### src/rtl/pipe_pkg.sv
// ---------------------------------------------------------------------------
// pipe_pkg
// Shared definitions for the elastic pipeline stage:
//   - pipe_state_t : stage fill state (EMPTY / BUSY / FULL)
//   - OCC_W        : width of the occupancy count
//   - STALL_CNT_W  : width of the downstream-stall counter
//   - STALL_CNT_MAX: saturation value of the downstream-stall counter
//   - occ_of_state : maps a fill state to the number of words held
// ---------------------------------------------------------------------------
package pipe_pkg;

  typedef enum logic [1:0] {
    EMPTY = 2'd0,
    BUSY  = 2'd1,
    FULL  = 2'd2
  } pipe_state_t;

  localparam int OCC_W       = 2;
  localparam int STALL_CNT_W = 16;
  localparam logic [STALL_CNT_W-1:0] STALL_CNT_MAX = 16'hFFFF;

  // Number of words held in a given fill state.
  function automatic logic [OCC_W-1:0] occ_of_state(input pipe_state_t st);
    logic [OCC_W-1:0] occ;
    case (st)
      EMPTY:   occ = 2'd0;
      BUSY:    occ = 2'd1;
      FULL:    occ = 2'd2;
      default: occ = 2'd0;
    endcase
    return occ;
  endfunction

endpackage

### src/rtl/pipe_skid_stage.sv
// ---------------------------------------------------------------------------
// pipe_skid_stage
// Elastic valid/ready pipeline stage with a main and a skid register. Every
// output, including in_ready, comes straight from a flop, so downstream
// backpressure never forms a combinational path back to the upstream side.
//
// Ports:
//   clk        rising-edge clock
//   reset      asynchronous, active-high reset
//   clear      synchronous flush; drops all held words (beats any transfer)
//   in_valid   upstream word present
//   in_ready   stage can accept a word this cycle (registered)
//   in_data    upstream word [WIDTH]
//   out_valid  out_data holds a valid word (registered)
//   out_ready  downstream accepts the word this cycle
//   out_data   head word, i.e. the main register [WIDTH]
//   occupancy  words held: 0, 1 or 2
//   stall_cnt  saturating count of cycles with out_valid=1 and out_ready=0
//
// Build option:
//   PIPE_SKID_STALL_STATS_EN - when defined, stall_cnt is a live saturating
//   counter; otherwise it is tied to zero and no counter logic exists.
// ---------------------------------------------------------------------------
module pipe_skid_stage
  import pipe_pkg::*;
#(
  parameter int WIDTH = 8
) (
  input  logic                   clk,
  input  logic                   reset,
  input  logic                   clear,
  input  logic                   in_valid,
  output logic                   in_ready,
  input  logic [WIDTH-1:0]       in_data,
  output logic                   out_valid,
  input  logic                   out_ready,
  output logic [WIDTH-1:0]       out_data,
  output logic [OCC_W-1:0]       occupancy,
  output logic [STALL_CNT_W-1:0] stall_cnt
);

  pipe_state_t      state_r;
  pipe_state_t      state_nxt_s;
  logic [WIDTH-1:0] main_r;
  logic [WIDTH-1:0] main_nxt_s;
  logic [WIDTH-1:0] skid_r;
  logic [WIDTH-1:0] skid_nxt_s;
  logic             in_ready_r;
  logic             out_valid_r;
  logic [OCC_W-1:0] occupancy_r;
  logic             in_xfer_s;
  logic             out_xfer_s;

  assign in_xfer_s  = in_valid  & in_ready_r;
  assign out_xfer_s = out_valid_r & out_ready;

  // Next-state and data-register update rules; clear overrides every transfer.
  always_comb begin
    state_nxt_s = state_r;
    main_nxt_s  = main_r;
    skid_nxt_s  = skid_r;
    if (clear) begin
      state_nxt_s = EMPTY;
      main_nxt_s  = '0;
      skid_nxt_s  = '0;
    end else begin
      case (state_r)
        EMPTY: begin
          if (in_xfer_s) begin
            state_nxt_s = BUSY;
            main_nxt_s  = in_data;
          end else begin
            state_nxt_s = EMPTY;
          end
        end
        BUSY: begin
          if (in_xfer_s && out_xfer_s) begin
            state_nxt_s = BUSY;
            main_nxt_s  = in_data;
          end else if (in_xfer_s) begin
            // Downstream stalled: the new word parks behind the head.
            state_nxt_s = FULL;
            skid_nxt_s  = in_data;
          end else if (out_xfer_s) begin
            state_nxt_s = EMPTY;
          end else begin
            state_nxt_s = BUSY;
          end
        end
        FULL: begin
          // in_ready is low here, so only the output side can move.
          if (out_xfer_s) begin
            state_nxt_s = BUSY;
            main_nxt_s  = skid_r;
          end else begin
            state_nxt_s = FULL;
          end
        end
        default: begin
          state_nxt_s = EMPTY;
          main_nxt_s  = '0;
          skid_nxt_s  = '0;
        end
      endcase
    end
  end

  // State, data registers and the flags derived from the next state.
  always_ff @(posedge clk or posedge reset) begin
    if (reset) begin
      state_r     <= EMPTY;
      main_r      <= '0;
      skid_r      <= '0;
      in_ready_r  <= 1'b0;
      out_valid_r <= 1'b0;
      occupancy_r <= 2'd0;
    end else begin
      state_r     <= state_nxt_s;
      main_r      <= main_nxt_s;
      skid_r      <= skid_nxt_s;
      in_ready_r  <= (state_nxt_s != FULL);
      out_valid_r <= (state_nxt_s != EMPTY);
      occupancy_r <= occ_of_state(state_nxt_s);
    end
  end

  assign in_ready  = in_ready_r;
  assign out_valid = out_valid_r;
  assign out_data  = main_r;
  assign occupancy = occupancy_r;

`ifdef PIPE_SKID_STALL_STATS_EN
  logic [STALL_CNT_W-1:0] stall_cnt_r;

  // Saturating count of cycles where a held word is refused downstream.
  always_ff @(posedge clk or posedge reset) begin
    if (reset) begin
      stall_cnt_r <= 16'h0000;
    end else if (clear) begin
      stall_cnt_r <= 16'h0000;
    end else if (out_valid_r && !out_ready && (stall_cnt_r != STALL_CNT_MAX)) begin
      stall_cnt_r <= stall_cnt_r + 16'h0001;
    end else begin
      stall_cnt_r <= stall_cnt_r;
    end
  end

  assign stall_cnt = stall_cnt_r;
`else
  assign stall_cnt = 16'h0000;
`endif

endmodule

### config.mk
export PLATFORM = sky130hd
export DESIGN_NAME = pipe_skid_stage
export DESIGN_NICKNAME = d
export VERILOG_FILES = /design/src/rtl/pipe_pkg.sv /design/src/rtl/pipe_skid_stage.sv
export SDC_FILE = /design/constraint.sdc
export NUM_CORES = 1
export LEC_CHECK = 0
export ABC_AREA = 1
export BUFFER_PORTS_ARGS = -buffer_cell sky130_fd_sc_hd__buf_2
export CELL_PAD_IN_SITES_DETAIL_PLACEMENT = 0
export CELL_PAD_IN_SITES_GLOBAL_PLACEMENT = 1
export CORE_MARGIN = 4
export CORE_UTILIZATION = 34
export DETAILED_ROUTE_END_ITERATION = 12
export PLACE_DENSITY_LB_ADDON = 0.05
export SYNTH_ARGS = -nofsm -noshare
export SYNTH_HDL_FRONTEND = slang
export SYNTH_SLANG_ARGS = --single-unit
### constraint.sdc
create_clock -name clk -period 1.45 [get_ports clk]
set_input_delay 0.145 -clock clk [delete_from_list [all_inputs] [get_ports clk]]
set_output_delay 0.145 -clock clk [all_outputs]
set_load 0.02 [all_outputs]
==> results_dict.tcl, run 1 <==
set metrics [dict create \
    yosysWarningCount 0 \
    pwr-share-seq 0.502 \
    first_iter_violations 27 \
    synth_cell_types 15 \
    path_common_cell "nand2_1" \
    clk-insertion-delay-late_ns 0.30 \
    irDropWorstVdd_mv 0.497 \
    p_int_mw 0.933 \
    finalCritPeriodShare 0.871 \
    cts_tree "done" \
    cts-htree-levels 1 \
    clk_pin_slew_worst_paths_ns 0.12 \
    setup_tns_ns 0 \
    multiInputGateArea_um2 529 \
    maxSlewViolCount 0 \
    cpLargestDelayFamily "simple AND/OR/NAND/NOR gates" \
    slowest_delay_ns 0.50 \
    cp_cell_sequence "inv_2 > nand2_1 > nand2_1 > nand2_4 > nand2_4 > nand2_1 > nand2_1" \
    avgSynthCellArea_um2 7.37 \
    grt_max_degree 23 \
    worstSetupPathType "flop to flop" \
    path_depth 7 \
    fin_skew_ns 0.00347 \
    r2r_cells 7 \
    coreArea_mm2 0.00342 \
    worst_setup_path_end_kind "flop" \
    synth_cells 166 \
    synth_area_leader_cell "dfrtp_1" \
    wl_per_cell_um 10.7 \
    io_pins 41 \
    worst-path-buf-inv 1 \
    grt_pass1_vias 1011 \
    ys_async_sr_fraction 1.00 \
    grt_setup_unrepaired "false" \
    crit_path_start_kind "flop" \
    synthToLayoutAreaGrowth_pct 14.5 \
    hold_viol 0 \
    synth_seq_cells 22 \
    p_total_mw 1.41 \
    gp_congestion 0.845 \
    switching_share 0.339 \
    initial_core_util 0.358 \
    vias 1029 \
    num-fill-cells 375 \
    antenna_found_initial 0 \
    required_ns 1.66 \
    viasPerCell 4.25 \
    fin_crit_ns 1.26 \
    clockPowerShare 0.241 \
    crit_fanout 9 \
    ant_nets 0 \
    fin_area_mm2 0.00140 \
    max_freq_mhz 791 \
    dp_slack_ns 0.196 \
    grt_pass1_wl_mm 4.50 \
    portBuffers 24 \
    power_density_mw_per_mm2 1010 \
    firstDrtPassIters 4 \
    cap_violations 0 \
    root_buffer "clkbuf_4" \
    remaining_drc_errors 0 \
    critical-path-slowest-cell "dfrtp_1" \
    clockBufferDepth 2 \
    row_count 21 \
    clock_sinks 22 \
    hold_path_depth 3 \
    seqCellArea_um2 551 \
    setup_violations 0 \
    routed_wl_mm 2.59 \
    synth_top_cell_area_share 0.450 \
    synth_edf_count 0 \
    ys_seq_area_frac 0.450 \
    grt-ovfl-total 0 \
    synth_top_flop_cell "dfrtp_1" \
    switching_power_mw 0.479 \
    yosys-top-cells-area "dfrtp_1 45%, nand2_1 19%, buf_4 11%, nand3_1 9.4%, inv_1 4.6%" \
    hold_path.class "input pin to flop" \
    p_comb_frac 0.258 \
    cp.arrival_ns 1.48 \
    die_w_um 68.0 \
    die-area_mm2 0.00462 \
    setup_ws_ns 0.186 \
    drive_above_1_share 0.209 \
    cts_resized 0 \
    placed_area_mm2 0.00136 \
    die_h_um 68.0 \
    numCtsBuffers 3 \
    yosysMostFrequentCell "nand2_1" \
    netlist_area_mm2 0.00122 \
    track_usage 0.127 \
    status "finished clean" \
    netlist_top_cells_count "63 x nand2_1, 23 x nand3_1, 22 x dfrtp_1" \
    p_leak_nw 0.845 \
    diodes 0 \
    nets 210 \
    place_hpwl_mm 2.10 \
    final_util 0.410 \
]
-- stage by stage --
step                      std cells  hold slack (ns)
after floorplan                 181            0.134
after global placement          237            0.197
after detailed placement        237            0.202
after CTS                       242           0.0724
after global routing            242           0.0737
final                           242           0.0746
-- final timing paths --
path	slack [ns]	endpoint	from
hold reg to reg	0.48	out_data[5]	out_data[5]
setup reg to reg	0.19	out_data[7]	state_r[0]
max in group asynchronous	0.82	state_r[1]	reset
hold / removal	0.07	skid_r[5]	in_data[5]
setup / recovery	0.19	out_data[7]	state_r[0]
min in group asynchronous	0.40	skid_r[1]	reset
-- routing by layer --
metal	part of all wire	global-route usage	up-vias
met3	0.070	0.0213	2
li1	-	-	537
met1	0.48	0.164	459
met4	0.0062	0.0447	0
met2	0.45	0.213	31
met5	0	0	-
-- power groups by stage --
| stage | logic, mW | clock network (mW) | registers [mW] |
|---|---|---|---|
| 2_1_floorplan | 0.245 | 0 | 0.763 |
| 3_3_place_gp | 0.366 | 0 | 0.720 |
| 3_5_place_dp | 0.367 | 0 | 0.721 |
| 4_1_cts | 0.370 | 0.357 | 0.710 |
| 5_1_grt | 0.413 | 0.390 | 0.718 |
| 6_report | 0.364 | 0.340 | 0.708 |
-- worst reg2reg max path, cell delays in order, from the launching register on --
cell,delay [ns]
dfrtp_1,0.50
inv_2,0.11
nand2_1,0.10
nand2_1,0.10
nand2_4,0.14
nand2_4,0.10
nand2_1,0.07
nand2_1,0.05
-- logic make-up after synthesis --
| group | after synthesis | synth area share |
|---|---|---|
| compound gates | 2 | 0.0112 |
| buf+inv | 35 | 0.164 |
| flops | 22 | 0.450 |
| other cells | 1 | 0.00306 |
| simple gates | 106 | 0.372 |
-- timing repair --
item,in CTS,in global routing
endpoints found under the setup margin,0,0
hold endpoints to repair,22,0
hold buffers,1,0
setup buffers,0,0
-- area by class of cell --
| class | instances | share of cell area |
|---|---|---|
| Clock buffer | 4 | 0.0259 |
| Inverter | 16 | 0.0429 |
| Multi-Input combinational cell | 124 | 0.378 |
| Sequential cell | 22 | 0.393 |
| Tap cell | 46 | 0.0411 |
| Timing Repair Buffer | 30 | 0.120 |
-- placed cells by master (no fill, tap or decap) --
cell	n
inv_2	1
a21oi_2	1
a21oi_1	1
nand3_2	1
nand2_1	63
buf_2	24
nand3_1	23
dfrtp_1	22
dlygate4sd3_1	1
inv_1	15
nor2_1	14
nand2_4	2
clkbuf_4	3
nor2_2	1
nand2_2	2
clkbuf_8	1
conb_1	16
buf_4	5
-- sequential cells by signal, summed over array words and instances (netlist names) --
register,count
out_data,8
state_r,2
out_valid,1
occupancy,2
in_ready,1
skid_r,8
(Power assumes the default switching activity.)
==> run 2: changes to the inputs <==
--- a/config.mk
+++ b/config.mk
@@ -9,6 +9,7 @@
 export BUFFER_PORTS_ARGS = -buffer_cell sky130_fd_sc_hd__buf_2
 export CELL_PAD_IN_SITES_DETAIL_PLACEMENT = 0
 export CELL_PAD_IN_SITES_GLOBAL_PLACEMENT = 1
+export CORE_ASPECT_RATIO = 1.1
 export CORE_MARGIN = 4
 export CORE_UTILIZATION = 34
 export DETAILED_ROUTE_END_ITERATION = 12
==> run 2 against run 1 <==
Sequential power barely moved. Via count fell by 1.5%. Total power grew 10%. Clock skew is 0.0041 ns higher. Sequential share of layout area shrank 0.11 points. Fmax increased by 2.2%. Worst hold slack worse by 0.011 ns. Global-route usage decreased by 0.61 points. Cell count is the same. Core utilization grew 0.14 points. Routed wire length is 3.5% higher. Critical path type unchanged. Largest power group unchanged.
==> results_dict.tcl, run 2 (same netlist as run 1, synthesis figures left out) <==
set metrics [dict create \
    status "finished clean" \
    grt_pass1_wl_mm 4.37 \
    remaining_drc_errors 0 \
    initial_core_util 0.359 \
    row_count 22 \
    root_buffer "clkbuf_4" \
    first_iter_violations 25 \
    clk-insertion-delay-late_ns 0.32 \
    startpoint "state_r[0]" \
    fin_crit_ns 1.24 \
    routed_wl_mm 2.68 \
    die-area_mm2 0.00462 \
    required_ns 1.67 \
    nets 208 \
    grt-ovfl-total 0 \
    crit_path_start_kind "flop" \
    grt_setup_unrepaired "false" \
    worstSetupEndpoint "out_data[4]" \
    wl_per_cell_um 11.1 \
    io_pins 41 \
    r2r_cells 7 \
    max_freq_mhz 809 \
    irDropWorstVdd_mv 0.430 \
    crit_fanout 9 \
    worst_setup_path_end_kind "flop" \
    firstDrtPassIters 4 \
    fin_skew_ns 0.00757 \
    cap_violations 0 \
    clockBufferDepth 2 \
    synthToLayoutAreaGrowth_pct 14.8 \
    grt_pass1_vias 927 \
    p_comb_frac 0.232 \
    viasPerCell 4.19 \
    layout_commonest_cell "nand2_1" \
    die_w_um 65.2 \
    r2r-end "out_data[4]" \
    switching_share 0.322 \
    hold_viol 0 \
    die_h_um 70.9 \
    cp.arrival_ns 1.46 \
    cts_tree "done" \
    drive_above_1_share 0.201 \
    pwr-share-seq 0.455 \
    coreArea_mm2 0.00341 \
    ant_nets 0 \
    grt_max_degree 23 \
    portBuffers 24 \
    p_leak_nw 0.843 \
    place_hpwl_mm 2.10 \
    vias 1014 \
    power_density_mw_per_mm2 1110 \
    clockPowerShare 0.313 \
    layout_common_cells "63 x nand2_1, 24 x buf_2, 23 x nand3_1" \
    cts-htree-levels 1 \
    num-fill-cells 384 \
    clk_pin_slew_worst_paths_ns 0.14 \
    track_usage 0.121 \
    maxSlewViolCount 0 \
    switching_power_mw 0.500 \
    diodes 0 \
    antenna_found_initial 0 \
    r2r_start "state_r[0]" \
    gp_congestion 0.755 \
    rrSetupSlack_ns 0.21 \
    clock_sinks 22 \
    finalCritPeriodShare 0.853 \
    worstSetupPathType "flop to flop" \
    p_int_mw 1.05 \
    setup_tns_ns 0 \
    numCtsBuffers 3 \
    final_util 0.412 \
    hold_path.class "input pin to flop" \
    setup_violations 0 \
]
[run 2: cell types whose count changed in the layout (fill, tap and decap cells not counted)]
cell       delta
bufinv_16     +1
buf_4         -2
clkbuf_8      -1
[run 2: critical path, stage by stage, from the launching register on]
cell and delay, ns:
dfrtp_1 0.50, inv_2 0.11, nand2_1 0.09, nand2_1 0.10
nand2_4 0.13, nand2_4 0.09, nand2_1 0.07, nand2_1 0.04
[run 2: how the worst min path moves through the flow]
stage                           from            to  slack, ns  cells past startpoint
after floorplan                reset      in_ready       0.13                      1
after global placement         reset  occupancy[1]       0.20                      3
after detailed placement       reset  occupancy[1]       0.20                      3
after CTS                 in_data[4]     skid_r[4]       0.06                      3
after global routing      in_data[4]     skid_r[4]       0.07                      3
final                     in_data[4]     skid_r[4]       0.06                      3
[run 2: power groups by stage]
| stage | Clock [mW] | Combinational (mW) | Sequential, mW |
|---|---|---|---|
| 6_report | 0.487 | 0.361 | 0.707 |
| 5_1_grt | 0.523 | 0.403 | 0.715 |
| 4_1_cts | 0.497 | 0.367 | 0.708 |
| 3_5_place_dp | 0 | 0.364 | 0.720 |
| 3_3_place_gp | 0 | 0.362 | 0.717 |
| 2_1_floorplan | 0 | 0.245 | 0.763 |
[run 2: final cells by class]
type,instances,area [µm²],area share
Multi-Input combinational cell,124,529,0.377
Sequential cell,22,551,0.392
Timing Repair Buffer,28,153,0.109
Inverter,16,60.1,0.0427
Clock buffer,3,22.5,0.0160
Tap cell,48,60.1,0.0427
Clock inverter,1,30.0,0.0214
[run 2: per-stage QoR]
stage / power (mW) / worst slack [ns] / instance area (µm²) / std cells / hold WS (ns)
2_1_floorplan: 1.01 / 0.311 / 1280 / 181 / 0.134
3_3_place_gp: 1.08 / 0.228 / 1340 / 237 / 0.197
3_5_place_dp: 1.08 / 0.222 / 1340 / 237 / 0.202
4_1_cts: 1.57 / 0.197 / 1410 / 242 / 0.0585
5_1_grt: 1.64 / 0.0693 / 1410 / 242 / 0.0715
6_report: 1.55 / 0.214 / 1410 / 242 / 0.0638
[run 2: repair_timing]
action,4_1_cts,5_1_grt
buffers inserted,0,0
hold buffers,1,0
gates resized for setup,0,0
endpoints found under the hold margin,22,0
endpoints found under the setup margin,0,0
[run 2: metal layers]
layer	up-vias	share of wire	global-route usage
met5	-	0	0
met4	0	0.019	0.0553
met3	5	0.054	0.0190
met2	34	0.47	0.200
met1	444	0.46	0.154
li1	531	-	-
==> run 3: changes to the inputs <==
==> constraint.sdc (replaced) <==
create_clock -name clk -period 1.45 [get_ports clk]
set_input_delay 0.3625 -clock clk [delete_from_list [all_inputs] [get_ports clk]]
set_output_delay 0.3625 -clock clk [all_outputs]
set_load 0.02 [all_outputs]
==> run 3 against run 2 <==
Die area unchanged. Critical path depth decreased by 6. Core utilization down 0.95 points. Register-to-register slack is essentially flat. Via count fell by 0.39%. Non-clock buffer count did not move. Sequential power hardly changed. First-iteration DRC count rose by 32%. Sequential cell count did not move. Highest routed layer unchanged.
==> results_dict.tcl, run 3 (same netlist as run 1, synthesis figures left out) <==
set metrics [dict create \
    cp_cell_sequence "buf_2" \
    power_density_mw_per_mm2 978 \
    final_util 0.402 \
    place_hpwl_mm 2.07 \
    wl_per_cell_um 10.6 \
    seqCellArea_um2 551 \
    multiInputGateArea_um2 529 \
    row_count 22 \
    viasPerCell 4.19 \
    clockBufferDepth 2 \
    slowest_delay_ns 0.41 \
    irDropWorstVdd_mv 0.370 \
    worst_setup_path_end_kind "primary output" \
    remaining_drc_errors 0 \
    hold_viol 0 \
    num-fill-cells 393 \
    grt_setup_unrepaired "false" \
    fin_crit_ns 1.24 \
    p_total_mw 1.34 \
    die_h_um 70.9 \
    dp_slack_ns 0.166 \
    hold_path.class "input pin to async pin" \
    antenna_found_initial 0 \
    layout_commonest_cell "nand2_1" \
    drive_above_1_share 0.202 \
    grt_max_degree 23 \
    status "finished clean" \
    root_buffer "clkbuf_4" \
    critical-path-slowest-cell "dfrtp_1" \
    maxSlewViolCount 0 \
    initial_core_util 0.359 \
    setup_tns_ns 0 \
    vias 1010 \
    coreArea_mm2 0.00341 \
    die_w_um 65.2 \
    clock_sinks 22 \
    diodes 0 \
    finalCritPeriodShare 0.852 \
    clk-insertion-delay-late_ns 0.31 \
    cts_hold_repair.buffers 0 \
    worst-path-buf-inv 1 \
    cpLargestDelayFamily "flip-flops" \
    cts_tree "done" \
    synthToLayoutAreaGrowth_pct 12.2 \
    track_usage 0.119 \
    post_cts_buffers 0 \
    routed_wl_mm 2.56 \
    portBuffers 24 \
    ant_nets 0 \
    grt-ovfl-total 0 \
    firstDrtPassIters 4 \
    startpoint "out_valid" \
    cap_violations 0 \
    setup_ws_ns 0.214 \
    cts-htree-levels 1 \
    setup_violations 0 \
    fin_skew_ns 0.00813 \
    crit_fanout 3 \
    layout_common_cells "63 x nand2_1, 24 x buf_2, 23 x nand3_1" \
    cp.arrival_ns 0.87 \
    stdcell_count 241 \
    cts_resized 0 \
    first_iter_violations 33 \
    crit_path_start_kind "flop" \
    grt_pass1_vias 973 \
    grt_pass1_wl_mm 4.28 \
    dp_cells 238 \
    die-area_mm2 0.00462 \
    worstSetupPathType "flop to primary output" \
    r2r_start "state_r[0]" \
    p_leak_nw 0.829 \
    clk_pin_slew_worst_paths_ns 0.12 \
    max_freq_mhz 809 \
    required_ns 1.09 \
    numCtsBuffers 3 \
    gp_congestion 0.746 \
    nets 208 \
    io_pins 41 \
]
==> run 3: cell count changes in the layout (fill, tap and decap cells not counted), sizes merged <==
| cell | previous run | this run |
|---|---|---|
| bufinv | 1 | 0 |
| buf | 27 | 28 |
| dlygate4sd3 | 1 | 0 |
==> run 3: where the power goes <==
group,internal [mW],switching [mW],total (mW),leakage [nW]
sequential,0.672,0.0363,0.708,0.289
combinational,0.104,0.254,0.358,0.526
clock,0.0970,0.179,0.276,0.0138
total,0.873,0.470,1.34,0.829
==> run 3: metrics by stage <==
step	area (µm²)	hold slack, ns
floorplan	1280	0.352
global placement	1350	0.408
detailed placement	1350	0.413
CTS	1370	0.0691
global route	1370	0.104
finish	1370	0.0646
==> run 3: metal layers <==
layer  part of all wire  track usage  wire length [µm]  vias to the layer above
met1               0.46        0.150              1190                      448
met3              0.054       0.0238               138                        4
li1                   -            -                 -                      530
met4              0.013       0.0415                34                        0
met2               0.47        0.200              1190                       28
met5                  0            0                 0                        -
==> run 3: path summary, 6_finish.rpt <==
path	slack, ns	cells past startpoint	endpoint
worst max-delay path	0.21	1	out_valid
worst min-delay path	0.06	3	out_data[0]
worst max register to register	0.22	7	out_data[3]
worst min register to register	0.48	2	out_data[5]
max in group asynchronous	1.16	3	skid_r[0]
min in group clk	0.28	3	skid_r[6]
==> run 3: cell type report <==
type / instances / area share
Sequential cell: 22 / 0.401
Tap cell: 48 / 0.0438
Multi-Input combinational cell: 124 / 0.386
Inverter: 16 / 0.0438
Clock buffer: 3 / 0.0164
Timing Repair Buffer: 28 / 0.109
==> run 3: worst register-to-register path, stage by stage, from the launching register on <==
cell     delay, ns
dfrtp_1       0.50
inv_2         0.11
nand2_1       0.09
nand2_1       0.10
nand2_4       0.13
nand2_4       0.09
nand2_1       0.06
nand2_1       0.04
